[config.mk]
export PLATFORM = sky130hd
export DESIGN_NAME = dmem_arbiter
export DESIGN_NICKNAME = d
export VERILOG_FILES = /design/src/rtl/dmem_arbiter.sv
export SDC_FILE = /design/constraint.sdc
export NUM_CORES = 1
export LEC_CHECK = 0
export BUFFER_PORTS_ARGS = -buffer_cell sky130_fd_sc_hd__clkbuf_2
export CAP_MARGIN = 5
export CORE_AREA = 2 2 122 124
export CTS_CLUSTER_DIAMETER = 80
export DETAILED_ROUTE_END_ITERATION = 8
export DIE_AREA = 0 0 124 126
export SETUP_SLACK_MARGIN = 0.05
export SYNTH_ARGS = -nofsm -noshare
export SYNTH_HDL_FRONTEND = slang
export SYNTH_SLANG_ARGS = --single-unit
[constraint.sdc]
create_clock -name i_clk -period 1.7 [get_ports i_clk]
set_input_delay 0.34 -clock i_clk [delete_from_list [all_inputs] [get_ports i_clk]]
set_output_delay 0.34 -clock i_clk [all_outputs]
set_load 0.005 [all_outputs]
[src/rtl/dmem_arbiter.sv]
// Two-port arbiter in front of the single-port data memory: core port C has priority,
// debug/DMA port D is guaranteed a grant after MAX_WAIT lost contended cycles.
module dmem_arbiter #(
    parameter int AW       = 32,
    parameter int RD_LAT   = 1,
    parameter int MAX_WAIT = 4
) (
    input  logic          i_clk,
    input  logic          i_rst,
    input  logic          i_c_req,
    input  logic          i_c_we,
    input  logic [AW-1:0] i_c_addr,
    input  logic [31:0]   i_c_wdata,
    input  logic [3:0]    i_c_wstrb,
    output logic          o_c_gnt,
    output logic          o_c_rvalid,
    output logic [31:0]   o_c_rdata,
    input  logic          i_d_req,
    input  logic          i_d_we,
    input  logic [AW-1:0] i_d_addr,
    input  logic [31:0]   i_d_wdata,
    input  logic [3:0]    i_d_wstrb,
    output logic          o_d_gnt,
    output logic          o_d_rvalid,
    output logic [31:0]   o_d_rdata,
    output logic          o_mem_en,
    output logic          o_mem_we,
    output logic [AW-1:0] o_mem_addr,
    output logic [31:0]   o_mem_wdata,
    output logic [3:0]    o_mem_wstrb,
    input  logic [31:0]   i_mem_rdata
);

    localparam int CW = $clog2(MAX_WAIT + 1);
    localparam logic [CW-1:0] WAIT_MAX = CW'(MAX_WAIT);

    typedef enum logic {C_PRI, D_PRI} pri_t;

    pri_t            state, state_nxt;
    logic [CW-1:0]   wait_cnt, wait_nxt;
    logic [RD_LAT-1:0] vld_pipe;
    logic [RD_LAT-1:0] port_pipe;   // 1 = read issued for port D
    logic            rvalid;

    always_ff @(posedge i_clk) begin
        if (i_rst) begin
            state     <= C_PRI;
            wait_cnt  <= '0;
            vld_pipe  <= '0;
            port_pipe <= '0;
        end else begin
            state        <= state_nxt;
            wait_cnt     <= wait_nxt;
            vld_pipe[0]  <= o_mem_en & ~o_mem_we;
            port_pipe[0] <= o_d_gnt;
            for (int i = 1; i < RD_LAT; i++) begin
                vld_pipe[i]  <= vld_pipe[i-1];
                port_pipe[i] <= port_pipe[i-1];
            end
        end
    end

    // Grants are suppressed entirely while reset is held.
    always_comb begin
        o_c_gnt = 1'b0;
        o_d_gnt = 1'b0;
        if (!i_rst) begin
            if (state == D_PRI) begin
                o_d_gnt = i_d_req;
                o_c_gnt = i_c_req & ~i_d_req;
            end else begin
                o_c_gnt = i_c_req;
                o_d_gnt = i_d_req & ~i_c_req;
            end
        end
    end

    always_comb begin
        wait_nxt  = wait_cnt;
        state_nxt = state;
        if (o_d_gnt || !i_d_req) begin
            wait_nxt  = '0;
            state_nxt = C_PRI;
        end else begin
            if (wait_cnt != WAIT_MAX)
                wait_nxt = wait_cnt + 1'b1;
            // Flip priority in the same cycle the count hits the limit, so D wins next cycle.
            if (wait_nxt == WAIT_MAX)
                state_nxt = D_PRI;
        end
    end

    always_comb begin
        o_mem_en    = o_c_gnt | o_d_gnt;
        o_mem_we    = 1'b0;
        o_mem_addr  = '0;
        o_mem_wdata = '0;
        o_mem_wstrb = '0;
        if (o_c_gnt) begin
            o_mem_we    = i_c_we;
            o_mem_addr  = i_c_addr;
            o_mem_wdata = i_c_wdata;
            o_mem_wstrb = i_c_wstrb;
        end else if (o_d_gnt) begin
            o_mem_we    = i_d_we;
            o_mem_addr  = i_d_addr;
            o_mem_wdata = i_d_wdata;
            o_mem_wstrb = i_d_wstrb;
        end
    end

    // Gating with reset drops a response that would land in the reset cycle itself.
    assign rvalid     = vld_pipe[RD_LAT-1] & ~i_rst;
    assign o_c_rvalid = rvalid & ~port_pipe[RD_LAT-1];
    assign o_d_rvalid = rvalid & port_pipe[RD_LAT-1];
    assign o_c_rdata  = o_c_rvalid ? i_mem_rdata : '0;
    assign o_d_rdata  = o_d_rvalid ? i_mem_rdata : '0;

endmodule

Yosys cells after proc, flatten, opt, wreduce, memory -nomap -nowiden
Cells that the tools add are included.

storage, ports and cells
  word-level logic and storage cells = 38
  bits of input ports = 174
  output and inout bits = 138
  flip-flop bits (word level) = 6

operators by class
  bitwise operators = 12
  eq/ne operators = 2
  reductions and logical operators = 3
  add/sub/neg operators = 1
  mux-type cells = 16

operators with widths
  cell                                                           number
  32-bit 2-to-1 mux                                              6
  4-bit 2-to-1 mux                                               2
  1-bit bitwise AND                                              6
  1-bit 2-to-1 mux                                               6
  3-bit 2-to-1 mux                                               2
  1-bit NOT                                                      5
  3-bit by 1-bit adder with 3-bit output, second input constant  1
  3-bit equality test, second input constant                     1
  3-bit != test, second input constant                           1
  2-bit OR reduction                                             1
  1-bit zero test                                                1
  1-bit logical OR                                               1
  1-bit bitwise OR                                               1

Logic depth before layout (Yosys ltp)
Gate-level depths: netlist of the first run.

  word-level depth = 8
  gate-level depth with buffers = 5
  depth with buffers taken out = 5

Least setup slack after synthesis of the first run
Ideal clock, no wire load.

  path type = input-to-output
  start = input port i_c_req
  end = output port o_mem_addr[15]
  cell stages on the path = 5
  data required time = 1360 ps
  buffers on the path = 2
  slack = 231 ps
  arrival time = 1129 ps
  path through = nor2b_1 nor3b_1 buf_2 buf_2 a22o_1

on the way
  longest elaborated chain between the ends = 6
  elaborated cells on any way between the ends = 9
  those cells by class = 6 x mux; 3 x bitwise

RTL lines
  element             line  RTL
  start: declaration  10    input logic i_c_req,
  1-bit NOT           73    o_d_gnt = i_d_req & ~i_c_req;
  1-bit bitwise AND   73
  1-bit 2-to-1 mux    68    if (state == D_PRI) begin
  1-bit 2-to-1 mux    67    if (!i_rst) begin
  net o_d_gnt         23    output logic o_d_gnt,
  32-bit 2-to-1 mux   104   end else if (o_d_gnt) begin
  32-bit 2-to-1 mux   99    if (o_c_gnt) begin
  end: declaration    28    output logic [AW-1:0] o_mem_addr,

The timed path passes the listed nets, and every way through them passes these cells.

Worst setup path in the final report of the first run
  start = register state
  end = output port o_mem_wdata[22]

on the way
  longest elaborated chain between the ends = 4
  elaborated cells on any way between the ends = 6
  those cells by class = 6 x mux

RTL lines
  element                   line  RTL
  start: declaration        39    pri_t state, state_nxt;
  start signal: assignment  52    state <= state_nxt;
  1-bit 2-to-1 mux          68
  1-bit 2-to-1 mux          67
  32-bit 2-to-1 mux         104
  32-bit 2-to-1 mux (*)     99
  end: declaration          29    output logic [31:0] o_mem_wdata,

Every way passes the cells marked *; elsewhere a longest branch is shown, timed or not.

==> results of run 1 <==
## worst max-delay path: cells and delay by family, from the launching register on
family,cells,cell delay [ps]
flops,1,330
buf+inv,5,630
simple gates,2,190
compound gates,1,180
## cells in the final DEF (no fill, tap or decap), types with 3 or more instances in the layout
| cell | n |
|---|---|
| clkbuf_8 | 6 |
| buf_2 | 19 |
| and2_1 | 27 |
| buf_12 | 8 |
| and2_4 | 37 |
| a22o_1 | 68 |
| inv_1 | 5 |
| clkbuf_16 | 8 |
| clkbuf_2 | 248 |
| buf_16 | 3 |
| buf_4 | 29 |
| dfxtp_1 | 4 |
| nor2_1 | 6 |
| buf_6 | 47 |
## final timing paths
path	endpoint	start	cells after the start	slack, ps
hold / removal	vld_pipe	i_d_we	2	310
hold reg to reg	state	wait_cnt[0]	2	550
setup reg to reg	wait_cnt[2]	state	12	-170
setup / recovery	o_mem_wdata[22]	state	8	-200
## cells by family (layout without fill, tap and decap cells)
family / after synthesis / count (layout) / synth area share [%]
fa+ha+maj: 2 / 2 / 1.71
compound gates: 73 / 73 / 44.4
xor+xnor: 1 / 1 / 0.599
simple gates: 81 / 81 / 34.1
buf+inv: 26 / 374 / 11.0
other cells: 0 / 1 / 0
flops: 6 / 6 / 8.22
## metal layers
| metal | up-vias | part of all wire, % |
|---|---|---|
| li1 | 1404 | - |
| met1 | 1357 | 40 |
| met2 | 171 | 52 |
| met3 | 13 | 6.1 |
| met4 | 0 | 1.6 |
| met5 | - | 0 |
## report_power, final
part	internal, mW	switching [mW]	leakage [nW]
clock	0.303	0.0886	0.0370
sequential	0.146	0.00342	0.0497
combinational	0.525	0.318	2.38
total	0.974	0.410	2.47
## per-stage QoR
stage,power [mW],utilization (%)
6_report,1.38,30.2
5_1_grt,1.46,30.2
4_1_cts,1.32,27.3
3_5_place_dp,0.808,23.8
3_3_place_gp,0.807,23.8
2_1_floorplan,0.377,-
## flip-flops by register name, summed over array words and instances (netlist names)
register and flops:
wait_cnt 3, port_pipe 1, state 1, vld_pipe 1
## repair_timing
| item | 4_1_cts | 5_1_grt |
|---|---|---|
| cloned | 4 | 5 |
| hold endpoints to repair | 0 | 0 |
| setup buffers | 20 | 5 |
| pin swaps | 10 | 36 |
| setup endpoints to repair | 104 | 140 |
| resized for setup | 38 | 109 |
## final cells by class
| type | count | area [um^2] |
|---|---|---|
| flip-flops and latches | 6 | 123 |
| repair buffers | 366 | 2550 |
| inverters | 5 | 18.8 |
| well taps | 184 | 230 |
| diodes | 1 | 2.50 |
| clock buffers | 3 | 75.1 |
| multi-input cells | 157 | 1320 |
| fillers | 1548 | 10000 |
## synth_stat cells, drive strengths merged
master	n	area, um^2
nor3	1	5.00
nor3b	3	27.5
a221oi	1	8.76
and2	64	400
clkbuf	6	22.5
xnor2	1	8.76
or2	1	6.26
a211oi	2	27.5
and3b	1	8.76
ha	2	25.0
nand2	2	7.51
a2111oi	1	8.76
a22o	69	604
nor2b	2	12.5
buf	15	119
dfxtp	6	120
nand3b	1	7.51
nor2	6	22.5
inv	5	18.8
==> impl_metrics.env, run 1 <==
export IMPL_status="finished with violations"
export IMPL_failed_checks="setup timing"
export IMPL_syn_area_um2=1460
export IMPL_yosysUniqueCellTypes=22
export IMPL_clock_sinks=6
export IMPL_wl_per_cell_um=14.9
export IMPL_area_delta_synth_final_pct=195
export IMPL_cts_root_buffer="clkbuf_16"
export IMPL_grtUsageMet2_pct=20.2
export IMPL_coreArea_um2=14300
export IMPL_place_gp_congestion=0.800
export IMPL_vias_per_cell=4.08
export IMPL_critical_path_required_ps=1360
export IMPL_clk_latency_ps=230
export IMPL_fmax_mhz=525
export IMPL_ys_seq_area_share_pct=8.22
export IMPL_antenna_found_initial=1
export IMPL_dieArea_um2=15600
export IMPL_worst_setup_path_end_kind="primary output"
export IMPL_drt_wl_total_mm=10.8
export IMPL_htreeDepth=1
export IMPL_syn_nets=365
export IMPL_grt_pass1_vias=2658
export IMPL_setup_viol=115
export IMPL_path_cells="nor2b_4 -> nor3b_4 -> buf_6 -> buf_6 -> buf_16 -> buf_4 -> a22o_1 -> clkbuf_2"
export IMPL_path_class="register to primary output"
export IMPL_synth_cells=189
export IMPL_whs_ps=314
export IMPL_cp_start_kind="register"
export IMPL_drv_cap=0
export IMPL_p_per_area_nw_per_um2=321
export IMPL_final_cells=722
export IMPL_slew_limit_headroom_pct=80.8
export IMPL_ys_seq_elements=6
export IMPL_io_pin_count=312
export IMPL_grt_overflow=0
export IMPL_place_area_um2=3410
export IMPL_fp_dieW_um=124
export IMPL_slew_viol_final=0
export IMPL_nets=715
export IMPL_cts_buffer_depth=2
export IMPL_drc_errors=0
export IMPL_cp_slowest_cell="dfxtp_2"
export IMPL_cts_inserted_buffers=3
export IMPL_min_period_ps=1900
export IMPL_hold_viol=0
export IMPL_io_buffers=311
export IMPL_grtUsageMet1_pct=14.3
export IMPL_dp_cells=689
export IMPL_worst_pin_slew_ps=286
export IMPL_synth_warnings=0
export IMPL_cts_tree="yes"
export IMPL_dp_hpwl_mm=7.94
export IMPL_drive_gt1_share_pct=77.7
export IMPL_setup_slack_ps=-204
export IMPL_min_path_type="input pin to register"
export IMPL_arrival_ps=1560
export IMPL_cp_common_cell="buf_6"
export IMPL_p_leak_nw=2.47
export IMPL_start_util_pct=10.2
export IMPL_clk_transition_reported_paths_ps=40
export IMPL_peakVddDrop_uv=422
export IMPL_num_vias=2945
export IMPL_grt_start_max_net_pins=34
export IMPL_rows=44
export IMPL_drt_pass1_iterations=4
export IMPL_antenna_left=0
export IMPL_busiest_layer="met2"
export IMPL_rsz0062_at_grt="true"
export IMPL_die_h_um=126
export IMPL_post_place_ws_ps=-184
export IMPL_synth_area_per_cell_um2=7.73
export IMPL_grt_total_usage_pct=11.3
export IMPL_finalCritPeriodShare_pct=112
export IMPL_tns_ps=-12460
export IMPL_stdcell_area_um2=4320
export IMPL_grt_pass1_wl_mm=13.7
export IMPL_critPathMaxStageDelay_ps=330
export IMPL_clock_skew_ps=3.44
export IMPL_ctsHoldBuffers=0
export IMPL_met3_usage_pct=0.906
export IMPL_drtIter0Drc=56
export IMPL_crit_fanout=7
No activity file was read; power rests on OpenSTA's default activity.
==> run 2, diff against run 1 <==
--- a/config.mk
+++ b/config.mk
@@ -5,13 +5,15 @@
 export SDC_FILE = /design/constraint.sdc
 export NUM_CORES = 1
 export LEC_CHECK = 0
+export ABC_AREA = 1
 export BUFFER_PORTS_ARGS = -buffer_cell sky130_fd_sc_hd__clkbuf_2
 export CAP_MARGIN = 5
-export CORE_AREA = 2 2 122 124
+export CORE_AREA = 2 2 121 123
 export CTS_CLUSTER_DIAMETER = 80
 export DETAILED_ROUTE_END_ITERATION = 8
-export DIE_AREA = 0 0 124 126
+export DIE_AREA = 0 0 123 125
 export SETUP_SLACK_MARGIN = 0.05
+export SKIP_CTS_REPAIR_TIMING = 1
 export SYNTH_ARGS = -nofsm -noshare
 export SYNTH_HDL_FRONTEND = slang
 export SYNTH_SLANG_ARGS = --single-unit
==> impl_metrics.env, run 2 <==
export IMPL_path_cells="inv_2 -> nand2_2 -> inv_2 -> nor2_4 -> buf_12 -> buf_12 -> nand2_1 -> nand2_1 -> clkbuf_2"
export IMPL_min_path_type="input pin to register"
export IMPL_grt_start_max_net_pins=40
export IMPL_rrSetupSlack_ps=680
export IMPL_final_cell_mix="290 x clkbuf_2, 172 x nand2_1, 70 x nor2_1"
export IMPL_worst_setup_path_end_kind="primary output"
export IMPL_dieArea_um2=15400
export IMPL_post_place_ws_ps=21.7
export IMPL_crit_family="buffers and inverters"
export IMPL_cp_depth=9
export IMPL_grt_total_usage_pct=11.0
export IMPL_p_per_area_nw_per_um2=316
export IMPL_diodes=0
export IMPL_synth_most_common_cell="nand2_1"
export IMPL_p_leak_nw=2.72
export IMPL_yosysUniqueCellTypes=16
export IMPL_synthTopCellsByArea="nand2_1 51%, nor2_1 17%, inv_1 11%, dfxtp_1 7.6%, buf_2 5.1%"
export IMPL_synth_cells=369
export IMPL_largest_reg_flops=3
export IMPL_final_common_cell="clkbuf_2"
export IMPL_fp_dieW_um=123
export IMPL_max_flop_register="wait_cnt"
export IMPL_synth_warnings=0
export IMPL_drt_wl_total_mm=11.0
export IMPL_cp_slowest_cell="dfxtp_2"
export IMPL_dp_hpwl_mm=8.41
export IMPL_die_h_um=125
export IMPL_grt_overflow=0
export IMPL_r2r_cells=6
export IMPL_crit_end="o_mem_addr[10]"
export IMPL_num_vias=3250
export IMPL_worst_pin_slew_ps=229
export IMPL_status="finished with violations"
export IMPL_peakVddDrop_uv=276
export IMPL_area_delta_synth_final_pct=149
export IMPL_cp_start_kind="register"
export IMPL_cts_root_buffer="clkbuf_16"
export IMPL_drc_errors=0
export IMPL_clk_latency_ps=230
export IMPL_coreArea_um2=14200
export IMPL_regArea_um2=121
export IMPL_slew_viol_final=0
export IMPL_drive_gt1_share_pct=55.8
export IMPL_cts_buffer_depth=2
export IMPL_cts_inserted_buffers=3
export IMPL_start_util_pct=11.1
export IMPL_setup_slack_ps=-33.2
export IMPL_ys_seq_area_share_pct=7.64
export IMPL_drtIter0Drc=71
export IMPL_grt_pass1_vias=2714
export IMPL_synth_ff_type="dfxtp_1"
export IMPL_io_pin_count=312
export IMPL_critPathMaxStageDelay_ps=320
export IMPL_drv_cap=0
export IMPL_tns_ps=-358
export IMPL_syn_area_um2=1570
export IMPL_rows=44
export IMPL_failed_checks="setup timing"
export IMPL_crit_fanout=8
export IMPL_nets=861
export IMPL_grt_pass1_wl_mm=13.1
export IMPL_nFillCells=1632
export IMPL_htreeDepth=1
export IMPL_wl_per_cell_um=12.7
export IMPL_drt_pass1_iterations=4
export IMPL_yosysTopAreaCell="nand2_1"
export IMPL_setup_viol=30
export IMPL_clk_transition_reported_paths_ps=30
export IMPL_cp_startpoint="state"
export IMPL_min_period_ps=1730
export IMPL_hold_viol=0
export IMPL_final_cells=867
export IMPL_io_buffers=311
export IMPL_slew_limit_headroom_pct=84.6
export IMPL_ys_seq_elements=6
export IMPL_reg2reg_to="state"
export IMPL_arrival_ps=1390
export IMPL_path_class="register to primary output"
export IMPL_cts_tree="yes"
export IMPL_synth_area_per_cell_um2=4.26
export IMPL_async_flop_share_pct=0
export IMPL_synth_edf_count=0
export IMPL_vias_per_cell=3.75
export IMPL_finalCritPeriodShare_pct=102
export IMPL_fmax_mhz=577
export IMPL_multi_input_area_um2=1320
export IMPL_antenna_left=0
export IMPL_crit_buf_inv=5
export IMPL_critical_path_required_ps=1360
export IMPL_rsz0062_at_grt="true"
export IMPL_dp_cells=853
export IMPL_synth_top_cells_by_count="212 x nand2_1, 70 x nor2_1, 44 x inv_1, 16 x buf_2"
export IMPL_clock_skew_ps=0.715
export IMPL_whs_ps=411
export IMPL_antenna_found_initial=0
export IMPL_synth_top_area_share_pct=50.6
export IMPL_clock_sinks=6
export IMPL_r2r_start="wait_cnt[0]"
export IMPL_place_gp_congestion=0.795
export IMPL_syn_nets=545
==> run 2: changes by cell type in the layout (fill, tap and decap cells not counted), moves of 8 or more <==
cell      before  now
buf_6         47   12
inv_1          5   43
buf_4         29    4
buf_2         19   11
a22o_1        68    0
and2_1        27    0
nor2_1         6   70
nand2_2        0   29
and2_4        37    0
nand2_1        2  172
nand2_4        0   12
clkbuf_2     248  290
==> run 2: cell families after synthesis <==
kind of cell             share of synthesized area, %
AO/OA/AOI/OAI                                   0.636
adder cells (fa/ha/maj)                          1.59
buffers and inverters                            18.9
flip-flops                                       7.64
AND/OR/NAND/NOR                                  71.2
==> run 2: metal layers <==
metal	share of wire (%)	track usage (%)
met5	0	0
met4	0.62	1.67
met3	11	3.19
met2	52	21.4
met1	36	11.6
==> run 2: worst min-delay path by stage <==
stage               slack (ps)  cells past startpoint           to        start
floorplan                  480                      2  wait_cnt[0]  wait_cnt[0]
global placement           510                      2  wait_cnt[0]  wait_cnt[0]
detailed placement         520                      2  wait_cnt[0]  wait_cnt[0]
CTS                        410                      4     vld_pipe       i_d_we
global route               460                      4     vld_pipe       i_d_we
finish                     410                      4     vld_pipe       i_d_we
==> run 2: area by class of cell <==
type | instances | share of cell area (%)
Inverter | 47 | 4.64
Tap cell | 184 | 5.89
Clock buffer | 3 | 1.92
Timing Repair Buffer | 331 | 50.8
Sequential cell | 6 | 3.10
Multi-Input combinational cell | 296 | 33.6
==> run 2: where the power goes <==
part	switching [mW]	internal, mW
Combinational	0.337	0.371
Sequential	0.00207	0.146
Clock	0.0796	0.302
==> run 2: worst reg2reg max path: cells and delay by family (launching register included) <==
family        cells  cell delay (ps)
flops             1              350
fa+ha+maj         1              210
buf+inv           1               70
simple gates      4              290
==> run 2: per-stage QoR <==
stage / utilization, % / instance area [um^2] / power [mW]
2_1_floorplan: - / 1570 / 0.363
3_3_place_gp: 23.8 / 3380 / 0.755
3_5_place_dp: 23.8 / 3380 / 0.756
4_1_cts: 24.3 / 3460 / 1.15
5_1_grt: 27.5 / 3910 / 1.33
6_report: 27.5 / 3910 / 1.24
==> run 3, diff against run 2 <==
--- a/config.mk
+++ b/config.mk
@@ -12,6 +12,7 @@
 export CTS_CLUSTER_DIAMETER = 80
 export DETAILED_ROUTE_END_ITERATION = 8
 export DIE_AREA = 0 0 123 125
+export PLACE_DENSITY_LB_ADDON = 0.12
 export SETUP_SLACK_MARGIN = 0.05
 export SKIP_CTS_REPAIR_TIMING = 1
 export SYNTH_ARGS = -nofsm -noshare
==> impl_metrics.env, run 3 (synthesis gave the netlist of run 2 again) <==
export IMPL_status="finished with violations"
export IMPL_failed_checks="setup timing"
export IMPL_diodes=0
export IMPL_setup_viol=5
export IMPL_peakVddDrop_uv=258
export IMPL_dieArea_um2=15400
export IMPL_nFillCells=1628
export IMPL_drv_cap=0
export IMPL_setup_slack_ps=-6.68
export IMPL_area_delta_synth_final_pct=150
export IMPL_route_top_layer_used="met4"
export IMPL_internal_power_mw=0.820
export IMPL_min_period_ps=1710
export IMPL_drtIter0Drc=74
export IMPL_rrSetupSlack_ps=680
export IMPL_place_gp_congestion=0.883
export IMPL_antenna_found_initial=0
export IMPL_p_leak_nw=2.74
export IMPL_grt_total_usage_pct=10.5
export IMPL_r2r_cells=6
export IMPL_clock_skew_ps=0.263
export IMPL_cts_buffer_depth=2
export IMPL_hold_viol=0
export IMPL_wl_per_cell_um=11.5
export IMPL_clk_transition_reported_paths_ps=30
export IMPL_fp_dieW_um=123
export IMPL_reg2reg_to="state"
export IMPL_crit_fanout=4
export IMPL_wl_met3_um=837
export IMPL_die_h_um=125
export IMPL_r2r_start="wait_cnt[0]"
export IMPL_met1_length_mm=3.55
export IMPL_cts_root_buffer="clkbuf_16"
export IMPL_routed_wl_met2_mm=5.59
export IMPL_arrival_ps=1370
export IMPL_finalCritPeriodShare_pct=100
export IMPL_whs_endpoint="vld_pipe"
export IMPL_slew_viol_final=0
export IMPL_grt_pass1_vias=2920
export IMPL_grt_start_max_net_pins=62
export IMPL_critPathMaxStageDelay_ps=330
export IMPL_antenna_left=0
export IMPL_coreArea_um2=14200
export IMPL_max_flop_register="wait_cnt"
export IMPL_htreeDepth=1
export IMPL_power_frac_clock_pct=31.0
export IMPL_vias_per_cell=3.76
export IMPL_cp_start_kind="register"
export IMPL_final_cell_mix="276 x clkbuf_2, 181 x nand2_1, 65 x nor2_1"
export IMPL_grt_pass1_wl_mm=13.2
export IMPL_min_path_type="input pin to register"
export IMPL_nets=868
export IMPL_num_vias=3289
export IMPL_rsz0062_at_grt="true"
export IMPL_drt_pass1_iterations=4
export IMPL_cp_slowest_cell="dfxtp_2"
export IMPL_cts_inserted_buffers=3
export IMPL_start_util_pct=11.1
export IMPL_worst_setup_path_end_kind="primary output"
export IMPL_slew_limit_headroom_pct=84.1
export IMPL_p_sw_share_pct=33.2
export IMPL_final_common_cell="clkbuf_2"
export IMPL_post_place_ws_ps=47.8
export IMPL_drc_errors=0
export IMPL_drt_wl_total_mm=10.0
export IMPL_worst_pin_slew_ps=237
export IMPL_total_power_mw=1.23
export IMPL_hold_start="i_d_we"
export IMPL_clock_sinks=6
export IMPL_dp_hpwl_mm=7.91
export IMPL_cts_tree="yes"
export IMPL_holdPathStages=4
export IMPL_critical_path_required_ps=1360
export IMPL_rows=44
export IMPL_io_buffers=311
export IMPL_fmax_mhz=586
export IMPL_grt_overflow=0
export IMPL_drive_gt1_share_pct=55.8
export IMPL_netSwitchingPower_mw=0.408
export IMPL_largest_reg_flops=3
export IMPL_path_class="register to primary output"
export IMPL_p_per_area_nw_per_um2=313
export IMPL_io_pin_count=312
export IMPL_path_cells="inv_2 -> nand2_2 -> inv_2 -> nor2_4 -> buf_4 -> clkbuf_16 -> buf_8 -> nand2_2 -> nand2_1 -> clkbuf_2"
export IMPL_clk_latency_ps=230
export IMPL_pwr_share_comb_pct=56.9
export IMPL_power_frac_seq_pct=12.0
run 3: changes by cell type in the layout (fill, tap and decap cells not counted), sizes merged:
cell / before / now
buf: 34 / 56
clkbuf: 300 / 285
run 3: per-layer routing:
| layer | global-route usage, % | vias to the layer above |
|---|---|---|
| li1 | - | 1706 |
| met4 | 1.60 | 0 |
| met5 | 0 | - |
| met3 | 1.46 | 7 |
| met1 | 10.4 | 1397 |
| met2 | 22.5 | 179 |
run 3: how the worst max path moves through the flow:
stage / start / endpoint / slack (ps) / depth (start not counted)
after floorplan: i_rst / o_mem_addr[10] / 370 / 7
after global placement: i_d_req / o_mem_addr[20] / 50 / 8
after detailed placement: i_rst / o_c_rdata[19] / 50 / 7
after CTS: state / o_mem_addr[3] / -60 / 9
after global routing: state / o_mem_addr[23] / -120 / 10
final: state / o_mem_addr[18] / -7 / 10
run 3: area by class of cell:
class	instances	area [um^2]	share of cell area [%]
Timing Repair Buffer	338	2020	51.4
Inverter	47	189	4.81
Tap cell	184	230	5.86
Sequential cell	6	121	3.09
Multi-Input combinational cell	296	1290	32.9
Clock buffer	3	75.1	1.91
run 3: per-stage QoR:
step	std cells	area, um^2	hold WS (ps)	setup TNS (ps)	util (%)
5_1_grt	874	3930	498	-5270	27.7
3_5_place_dp	859	3440	510	0	24.2
3_3_place_gp	859	3440	513	0	24.2
2_1_floorplan	369	1570	481	0	-
4_1_cts	862	3510	473	-1140	24.7
6_report	874	3930	474	-16.7	27.7
run 3: critical path: cells and delay by family, from the launching register on:
kind | cells | cell delay [ps]
buffers and inverters | 6 | 550
flip-flops | 1 | 330
AND/OR/NAND/NOR | 4 | 250
run 3: power by group through the flow:
stage          logic (mW)  registers, mW  clock network (mW)
2_1_floorplan       0.214          0.149                   0
3_3_place_gp        0.613          0.150                   0
3_5_place_dp        0.608          0.150                   0
4_1_cts             0.611          0.148               0.388
5_1_grt             0.783          0.149               0.394
6_report            0.699          0.148               0.381
